--- src/rtl/calc_sequencer.sv ---
// calc_sequencer: multi-cycle sequencer for the four-function calculator.
// Add/sub in one execute cycle, shift-add multiply and restoring divide over
// WIDTH cycles each; results and flags are registered on entry to DONE.
module calc_sequencer #(
  parameter int WIDTH = 8
) (
  input  logic             clk,
  input  logic             reset,
  input  logic             start,
  input  logic [1:0]       select,
  input  logic [WIDTH-1:0] a,
  input  logic [WIDTH-1:0] b,
  output logic [WIDTH-1:0] result,
  output logic [WIDTH-1:0] remainder,
  output logic             carry,
  output logic             product_ofl,
  output logic             quotient_ofl,
  output logic [1:0]       dp,
  output logic             busy,
  output logic             done
);

  localparam int CW = $clog2(WIDTH) + 1;

  typedef enum logic [2:0] {
    S_IDLE   = 3'd0,
    S_ADDSUB = 3'd1,
    S_MUL    = 3'd2,
    S_DIV    = 3'd3,
    S_DONE   = 3'd4
  } state_t;

  state_t             state_q, state_d;
  logic [WIDTH-1:0]   a_q, a_d;       // multiplicand copy / dividend-quotient shift reg
  logic [WIDTH-1:0]   b_q, b_d;       // addend / multiplier shift reg / divisor
  logic [1:0]         sel_q, sel_d;
  logic [CW-1:0]      cnt_q, cnt_d;
  logic [2*WIDTH-1:0] acc_q, acc_d;   // product accumulator
  logic [2*WIDTH-1:0] mc_q, mc_d;     // multiplicand, shifted left each step
  logic [WIDTH-1:0]   rem_q, rem_d;   // partial remainder
  logic [WIDTH-1:0]   result_q, result_d;
  logic [WIDTH-1:0]   remainder_q, remainder_d;
  logic               carry_q, carry_d;
  logic               pofl_q, pofl_d;
  logic               qofl_q, qofl_d;
  logic [1:0]         dp_q, dp_d;

  logic               last;
  logic [WIDTH:0]     sum, diff, rem_sh, rem_sub;
  logic               rem_ge;
  logic [2*WIDTH-1:0] acc_step;
  logic [WIDTH-1:0]   rem_nx, q_nx;

  assign last = (cnt_q == CW'(WIDTH - 1));

  // State and datapath registers; reset aborts any operation in flight
  always_ff @(posedge clk) begin
    if (reset) begin
      state_q     <= S_IDLE;
      a_q         <= '0;
      b_q         <= '0;
      sel_q       <= '0;
      cnt_q       <= '0;
      acc_q       <= '0;
      mc_q        <= '0;
      rem_q       <= '0;
      result_q    <= '0;
      remainder_q <= '0;
      carry_q     <= 1'b0;
      pofl_q      <= 1'b0;
      qofl_q      <= 1'b0;
      dp_q        <= '0;
    end else begin
      state_q     <= state_d;
      a_q         <= a_d;
      b_q         <= b_d;
      sel_q       <= sel_d;
      cnt_q       <= cnt_d;
      acc_q       <= acc_d;
      mc_q        <= mc_d;
      rem_q       <= rem_d;
      result_q    <= result_d;
      remainder_q <= remainder_d;
      carry_q     <= carry_d;
      pofl_q      <= pofl_d;
      qofl_q      <= qofl_d;
      dp_q        <= dp_d;
    end
  end

  // Next-state: op dispatch from IDLE, iteration exit on the last count
  always_comb begin
    state_d = state_q;
    case (state_q)
      S_IDLE: begin
        if (start) begin
          case (select)
            2'b10:   state_d = S_MUL;
            2'b11:   state_d = S_DIV;
            default: state_d = S_ADDSUB;
          endcase
        end
      end
      S_ADDSUB: state_d = S_DONE;
      S_MUL:    if (last) state_d = S_DONE;
      S_DIV:    if (b_q == '0 || last) state_d = S_DONE;
      S_DONE:   state_d = S_IDLE;
      default:  state_d = S_IDLE;
    endcase
  end

  // Datapath: one arithmetic step per cycle, outputs loaded on the DONE edge
  always_comb begin
    a_d         = a_q;
    b_d         = b_q;
    sel_d       = sel_q;
    cnt_d       = cnt_q;
    acc_d       = acc_q;
    mc_d        = mc_q;
    rem_d       = rem_q;
    result_d    = result_q;
    remainder_d = remainder_q;
    carry_d     = carry_q;
    pofl_d      = pofl_q;
    qofl_d      = qofl_q;
    dp_d        = dp_q;

    // full-width intermediates so carry/borrow are never lost
    sum      = {1'b0, a_q} + {1'b0, b_q};
    diff     = {1'b0, a_q} - {1'b0, b_q};
    acc_step = acc_q + (b_q[0] ? mc_q : '0);
    // restoring step: shift in next dividend bit, subtract if it fits
    rem_sh   = {rem_q, a_q[WIDTH-1]};
    rem_sub  = rem_sh - {1'b0, b_q};
    rem_ge   = (rem_sh >= {1'b0, b_q});
    rem_nx   = rem_ge ? rem_sub[WIDTH-1:0] : rem_sh[WIDTH-1:0];
    q_nx     = {a_q[WIDTH-2:0], rem_ge};

    case (state_q)
      S_IDLE: begin
        if (start) begin
          a_d   = a;
          b_d   = b;
          sel_d = select;
          cnt_d = '0;
          acc_d = '0;
          mc_d  = {{WIDTH{1'b0}}, a};
          rem_d = '0;
        end
      end
      S_ADDSUB: begin
        result_d    = sel_q[0] ? diff[WIDTH-1:0] : sum[WIDTH-1:0];
        carry_d     = sel_q[0] ? (a_q < b_q) : sum[WIDTH];
        remainder_d = '0;
        pofl_d      = 1'b0;
        qofl_d      = 1'b0;
        dp_d        = 2'b00;
      end
      S_MUL: begin
        acc_d = acc_step;
        mc_d  = mc_q << 1;
        b_d   = b_q >> 1;
        cnt_d = cnt_q + CW'(1);
        if (last) begin
          result_d    = acc_step[WIDTH-1:0];
          pofl_d      = |acc_step[2*WIDTH-1:WIDTH];
          carry_d     = 1'b0;
          remainder_d = '0;
          qofl_d      = 1'b0;
          dp_d        = {|acc_step[2*WIDTH-1:WIDTH], 1'b0};
        end
      end
      S_DIV: begin
        if (b_q == '0) begin
          result_d    = '1;
          remainder_d = '0;
          qofl_d      = 1'b1;
          carry_d     = 1'b0;
          pofl_d      = 1'b0;
          dp_d        = 2'b01;
        end else begin
          rem_d = rem_nx;
          a_d   = q_nx;
          cnt_d = cnt_q + CW'(1);
          if (last) begin
            result_d    = q_nx;
            remainder_d = rem_nx;
            qofl_d      = 1'b0;
            carry_d     = 1'b0;
            pofl_d      = 1'b0;
            dp_d        = 2'b00;
          end
        end
      end
      default: ;
    endcase
  end

  // Status outputs decoded from the current state
  always_comb begin
    busy = (state_q != S_IDLE);
    done = (state_q == S_DONE);
  end

  assign result       = result_q;
  assign remainder    = remainder_q;
  assign carry        = carry_q;
  assign product_ofl  = pofl_q;
  assign quotient_ofl = qofl_q;
  assign dp           = dp_q;

endmodule

--- config.mk ---
export PLATFORM = sky130hd
export DESIGN_NAME = calc_sequencer
export DESIGN_NICKNAME = d
export VERILOG_FILES = /design/src/rtl/calc_sequencer.sv
export SDC_FILE = /design/constraint.sdc
export NUM_CORES = 1
export LEC_CHECK = 0
export CAP_MARGIN = 5
export CORE_MARGIN = 3
export CORE_UTILIZATION = 45
export DETAILED_ROUTE_END_ITERATION = 10
export GPL_ROUTABILITY_DRIVEN = 0
export HOLD_SLACK_MARGIN = 0.15
export PLACE_DENSITY = 0.6
export SYNTH_ARGS = -nofsm -noshare
export SYNTH_HDL_FRONTEND = slang
export SYNTH_SLANG_ARGS = --single-unit
--- constraint.sdc ---
create_clock -name clk -period 4.1 [get_ports clk]
set_input_delay 0.82 -clock clk [delete_from_list [all_inputs] [get_ports clk]]
set_output_delay 0.82 -clock clk [all_outputs]
set_load 0.03 [all_outputs]
==> results of run 1 <==
[power by group]
group | switching (mW) | internal (mW)
logic | 0.353 | 0.239
registers | 0.0493 | 0.867
clock network | 0.330 | 0.440
[worst max path at each step]
stage	end	slack [ns]	startpoint
2_1_floorplan	dp[1]	1.24	b_q[0]
4_1_cts	product_ofl	1.01	b_q[0]
5_1_grt	dp[1]	0.57	b_q[0]
3_5_place_dp	product_ofl	1.04	b_q[0]
6_report	product_ofl	1.03	b_q[0]
3_3_place_gp	dp[1]	1.16	b_q[0]
[sequential cells by signal, summed over array words and instances, names as in the netlist]
register / flops
quotient_ofl: 1
carry: 1
b_q: 8
mc_q: 16
remainder: 8
a_q: 8
cnt_q: 4
sel_q: 1
product_ofl: 1
result: 8
acc_q: 16
dp: 2
state_q: 3
rem_q: 8
[through the flow]
step / cell area [um2] / utilization [%]
after floorplan: 5361 / -
after global placement: 5887 / 51.12
after detailed placement: 5887 / 51.12
after CTS: 6166 / 53.54
after global routing: 6166 / 53.54
final: 6166 / 53.54
[area by class of cell]
type | instances | area (um2) | area share, %
clock buffers | 12 | 256.5 | 4.160
multi-input cells | 538 | 3408 | 55.28
clock inverters | 4 | 22.52 | 0.3653
well taps | 143 | 178.9 | 2.902
flip-flops and latches | 85 | 1702 | 27.60
inverters | 28 | 105.1 | 1.705
repair buffers | 52 | 493.0 | 7.995
[logic make-up (layout without fill, tap and decap cells)]
kind of cell	Yosys count	after routing
flip-flops	85	85
AO/OA/AOI/OAI	187	187
multiplexers	13	13
buffers and inverters	62	96
XOR/XNOR	27	27
adder cells (fa/ha/maj)	44	44
AND/OR/NAND/NOR	267	267
[critical path, cell delays in order, from the launching register on]
cell,delay (ns)
dfxtp_1,0.56
and2_1,0.20
ha_1,0.19
inv_1,0.06
fa_1,0.39
nor2b_1,0.22
o2111ai_1,0.18
a21boi_0,0.20
o211ai_1,0.11
a21boi_0,0.26
o2111ai_1,0.18
nor4b_2,0.26
o21ai_0,0.12
[metal layers]
metal / global-route usage (%) / part of all wire, % / vias up
li1: - / - / 2473
met4: 5.321 / 0.82 / 0
met5: 0 / 0 / -
met3: 5.158 / 4.6 / 11
met1: 28.48 / 45 / 2286
met2: 37.89 / 49 / 80
[cell usage after synthesis, drive strengths merged, types with 4 or more instances]
cell type  number  area share [%]
dfxtp          85              32
xnor2          14             2.3
xor2           13             2.1
a211oi         12             1.7
o211ai          6            0.84
nand3          25             2.3
and3            4            0.47
o21ai          34             3.2
a31oi          19             2.5
clkbuf         31             2.2
or3             5            0.58
a311oi         16             2.6
nor2           78             5.6
a21o           13             1.8
mux2i          13             2.4
and2           20             2.3
nor3           12             1.1
nand3b          4            0.56
nor2b           6            0.70
inv            28             2.0
o21a            4            0.56
fa              4             1.5
nand2          96             6.7
a21oi          61             5.8
ha             40             9.3
or2             4            0.47
==> results.sh, run 1 <==
export IMPL_grt_usage_pct=22.21
export IMPL_endpoint_kind="flip-flop"
export IMPL_antenna_left=0
export IMPL_cap_violations=0
export IMPL_antenna_found_initial=0
export IMPL_drive_above_1_share_pct=5.285
export IMPL_fin_crit_ns=3.066
export IMPL_wl_per_cell_um=16.32
export IMPL_gr_total_overflow=0
export IMPL_core_um2=11520
export IMPL_clockBufferDepth=2
export IMPL_cp_start_kind="flip-flop"
export IMPL_synth_area_um2=5361
export IMPL_min_to="remainder[7]"
export IMPL_die_w_um=115.2
export IMPL_grt_max_degree=62
export IMPL_yosys_warnings=0
export IMPL_clkLatencyLatePin_ns=0.35
export IMPL_mappedNetlistNets=750
export IMPL_grt_first_pass_wirelength_um=23490
export IMPL_fin_setup_tns_ns=0
export IMPL_max_slew_margin_rel_pct=25.62
export IMPL_cts_sink_count=85
export IMPL_cellPowerDensity_nw_per_um2=369.6
export IMPL_nets=779
export IMPL_cellLeakagePower_nw=2.466
export IMPL_synth_distinct_cells=55
export IMPL_drtIter0Drc=281
export IMPL_r2r_slack_ns=1.03
export IMPL_tightestPinTransition_ns=1.116
export IMPL_die_area_um2=13260
export IMPL_status="finished, final reports clean"
export IMPL_synth_top_family_by_area="simple AND/OR/NAND/NOR gates"
export IMPL_synth_edf_count=0
export IMPL_critical_path_class="reg2reg"
export IMPL_setup_ws_ns=1.034
export IMPL_start_util_pct=46.56
export IMPL_antenna_cells=0
export IMPL_hold_path_class="reg2reg"
export IMPL_dr_pass1_iters=4
export IMPL_drv_slew=0
export IMPL_setup_viol=0
export IMPL_cts_tree="done"
export IMPL_place_hpwl_um=10480
export IMPL_fmax_mhz=326.1
export IMPL_async_flop_share_pct=0
export IMPL_skew_ns=0.005134
export IMPL_clk_pin_slew_ns=0.06
export IMPL_synth_simple_area_share_pct=23.15
export IMPL_hold_viol_final=0
export IMPL_post_cts_setup_buffers=0
export IMPL_critPathRequiredTime_ns=4.33
export IMPL_area_growth_pct=15.01
export IMPL_final_cells=862
export IMPL_rows=39
export IMPL_numPortBuffers=43
export IMPL_reg2reg_from="b_q[0]"
export IMPL_cts_repair_resized=0
export IMPL_finalCritPeriodShare_pct=74.79
export IMPL_worstRegToRegCells=12
export IMPL_grt_pass1_vias=4791
export IMPL_synth_mux_area_share_pct=2.427
export IMPL_root_buffer="clkbuf_16"
export IMPL_finalWirelength_um=14070
export IMPL_synthFlopType="dfxtp_1"
export IMPL_fillCellCount=1117
export IMPL_h_tree_depth=3
export IMPL_syn_area_per_cell_um2=7.827
export IMPL_synth_xor_area_share_pct=4.411
export IMPL_io_pins=44
export IMPL_total_power_mw=2.279
export IMPL_vdd_drop_max_mv=0.2201
export IMPL_synth_seq_cells=85
export IMPL_rsz0062_at_grt="no"
export IMPL_final_common_cell="nand2_1"
export IMPL_dieHeight_um=115.2
export IMPL_worstHoldPathCells=2
export IMPL_post_place_ws_ns=1.036
export IMPL_worstPathMaxFanout=13
export IMPL_r2r_end="product_ofl"
export IMPL_final_cell_mix="nand2_1, dfxtp_1, nor2_1, a21oi_1, clkdlybuf4s50_1"
export IMPL_synth_compound_area_share_pct=22.75
export IMPL_min_delay_start="remainder[7]"
export IMPL_synth_seq_area_share_pct=31.74
export IMPL_arrival_ns=3.29
export IMPL_syn_inst=685
export IMPL_vias_per_cell=5.626
export IMPL_synth_adder_area_share_pct=10.83
export IMPL_post_route_drc_count=0
export IMPL_placed_cells=846
export IMPL_numCtsBuffers=9
export IMPL_hold_buffers=0
export IMPL_holdWs_ns=0.4527
export IMPL_vias=4850
No activity file was read; power rests on OpenSTA's default activity.
==> inputs of run 2 (changes only) <==
==> constraint.sdc (replaced) <==
create_clock -name clk -period 3 [get_ports clk]
set_input_delay 0.6 -clock clk [delete_from_list [all_inputs] [get_ports clk]]
set_output_delay 0.6 -clock clk [all_outputs]
set_load 0.03 [all_outputs]
==> run 2 against run 1 <==
Combinational power increased by 42%. Utilization grew 0.99 points. Routed wire length is 2.9% higher. Cell area rose by 1.8%. Die area did not move. Sequential power up 36%. Flip-flop and latch count stayed put. Global-route usage increased by 0.66 points. Largest cell class unchanged. Largest power group unchanged. Clock power rose by 61%. Register-to-register slack worse by 0.81 ns. Clock skew grew 0.0022 ns.
==> results.sh, run 2 (synthesized netlist as in run 1, its figures left out) <==
export IMPL_reg2reg_from="b_q[0]"
export IMPL_drive_above_1_share_pct=6.492
export IMPL_placed_area_um2=5944
export IMPL_r2r_end="dp[1]"
export IMPL_rsz0062_at_grt="no"
export IMPL_utilization_pct=54.53
export IMPL_gr_total_overflow=0
export IMPL_fmax_mhz=359.5
export IMPL_top_regs="acc_q: 16 flops, mc_q: 16 flops"
export IMPL_antenna_left=0
export IMPL_wl_per_cell_um=16.70
export IMPL_p_int_mw=2.276
export IMPL_switchingPower_mw=1.049
export IMPL_vias_per_cell=5.699
export IMPL_nets=785
export IMPL_swShare_pct=31.56
export IMPL_grt_first_pass_wirelength_um=24180
export IMPL_power_share_sequential_pct=37.5
export IMPL_post_route_drc_count=0
export IMPL_fin_setup_tns_ns=0
export IMPL_p_comb_share_pct=25.3
export IMPL_area_growth_pct=17.13
export IMPL_clkLatencyLatePin_ns=0.35
export IMPL_tightestPinTransition_ns=0.7151
export IMPL_grt_usage_pct=22.87
export IMPL_drtIter0Drc=280
export IMPL_cellPowerDensity_nw_per_um2=529.5
export IMPL_r2r_slack_ns=0.22
export IMPL_cellLeakagePower_nw=2.514
export IMPL_h_tree_depth=3
export IMPL_drv_slew=0
export IMPL_cts_tree="done"
export IMPL_numCtsBuffers=9
export IMPL_multi_input_area_um2=3421
export IMPL_numPortBuffers=43
export IMPL_critPathRequiredTime_ns=3.23
export IMPL_holdWs_ns=0.4524
export IMPL_setup_viol=0
export IMPL_finalWirelength_um=14480
export IMPL_cp_start_kind="flip-flop"
export IMPL_antenna_found_initial=0
export IMPL_clk_pin_slew_ns=0.06
export IMPL_finalCritPeriodShare_pct=92.71
export IMPL_total_power_mw=3.325
export IMPL_antenna_cells=0
export IMPL_start_util_pct=46.56
export IMPL_place_hpwl_um=10800
export IMPL_dr_pass1_iters=4
export IMPL_final_common_cell="nand2_1"
export IMPL_final_cells=867
export IMPL_post_place_ws_ns=0.09526
export IMPL_rows=39
export IMPL_min_delay_start="remainder[1]"
export IMPL_placed_cells=852
export IMPL_p_clk_share_pct=37.2
export IMPL_root_buffer="clkbuf_16"
export IMPL_cap_violations=0
export IMPL_fin_crit_ns=2.781
export IMPL_die_w_um=115.2
export IMPL_vdd_drop_max_mv=0.2773
export IMPL_final_cell_area_um2=6280
export IMPL_dieHeight_um=115.2
export IMPL_die_area_um2=13260
export IMPL_min_to="remainder[1]"
export IMPL_post_cts_setup_buffers=0
export IMPL_status="finished, final reports clean"
export IMPL_arrival_ns=3.01
export IMPL_worstHoldPathCells=2
export IMPL_final_seq_area_um2=1702
export IMPL_clockBufferDepth=2
export IMPL_endpoint_kind="flip-flop"
export IMPL_worstRegToRegCells=11
export IMPL_grt_max_degree=62
export IMPL_fillCellCount=1102
export IMPL_hold_viol_final=0
export IMPL_max_slew_margin_rel_pct=52.15
export IMPL_setup_ws_ns=0.2187
export IMPL_grt_pass1_vias=4856
export IMPL_io_pins=44
export IMPL_critical_path_class="reg2reg"
export IMPL_hold_path_class="reg2reg"
export IMPL_worstPathMaxFanout=20
export IMPL_final_cell_mix="nand2_1, dfxtp_1, nor2_1, a21oi_1, clkdlybuf4s50_1"
export IMPL_skew_ns=0.007292
export IMPL_cts_sink_count=85
export IMPL_vias=4941
export IMPL_core_um2=11520
run 2: worst max-delay path by stage:
stage / cells past startpoint / start / end / slack, ns
2_1_floorplan: 13 / b_q[0] / dp[1] / 0.14
4_1_cts: 11 / b_q[0] / dp[1] / 0.08
5_1_grt: 12 / mc_q[0] / dp[1] / 0.01
3_5_place_dp: 11 / b_q[0] / dp[1] / 0.1
6_report: 11 / b_q[0] / dp[1] / 0.22
3_3_place_gp: 11 / b_q[0] / dp[1] / 0.26
run 2: routing by layer:
metal	vias up	wire length, um	global-route usage, %
met5	-	0	0
met4	0	247	8.685
met3	16	456	2.895
met2	77	6898	38.12
met1	2361	6879	30.23
li1	2487	-	-
run 2: critical path: stages (launching register included):
cell      delay, ns
dfxtp_1        0.31
buf_4          0.21
and2_1         0.18
ha_1           0.39
o211ai_1       0.14
o211ai_1       0.28
nand2_1        0.15
o211a_1        0.29
a31oi_1        0.18
nand2_1        0.10
nor4b_2        0.31
o21ai_0        0.13
run 2: cell type report:
| class | instances | area share [%] |
|---|---|---|
| multi-input combinational | 538 | 54.47 |
| sequential | 85 | 27.10 |
| timing repair buffer | 58 | 8.767 |
| clock buffer | 10 | 3.806 |
| tap | 143 | 2.849 |
| inverter | 28 | 1.674 |
| clock inverter | 5 | 1.335 |
run 2: power by group through the flow:
stage,registers (mW),clock network (mW),logic (mW)
final,1.25,1.24,0.842
after global routing,1.26,1.30,0.929
after CTS,1.25,1.26,0.842
after detailed placement,1.27,0,0.833
after global placement,1.27,0,0.819
after floorplan,1.27,0,0.585
run 2: what timing repair did:
| item | 4_1_cts | 5_1_grt |
|---|---|---|
| hold buffers | 0 | 0 |
| gates resized for setup | 0 | 4 |
| setup endpoints to repair | 0 | 2 |
| hold endpoints to repair | 0 | 0 |
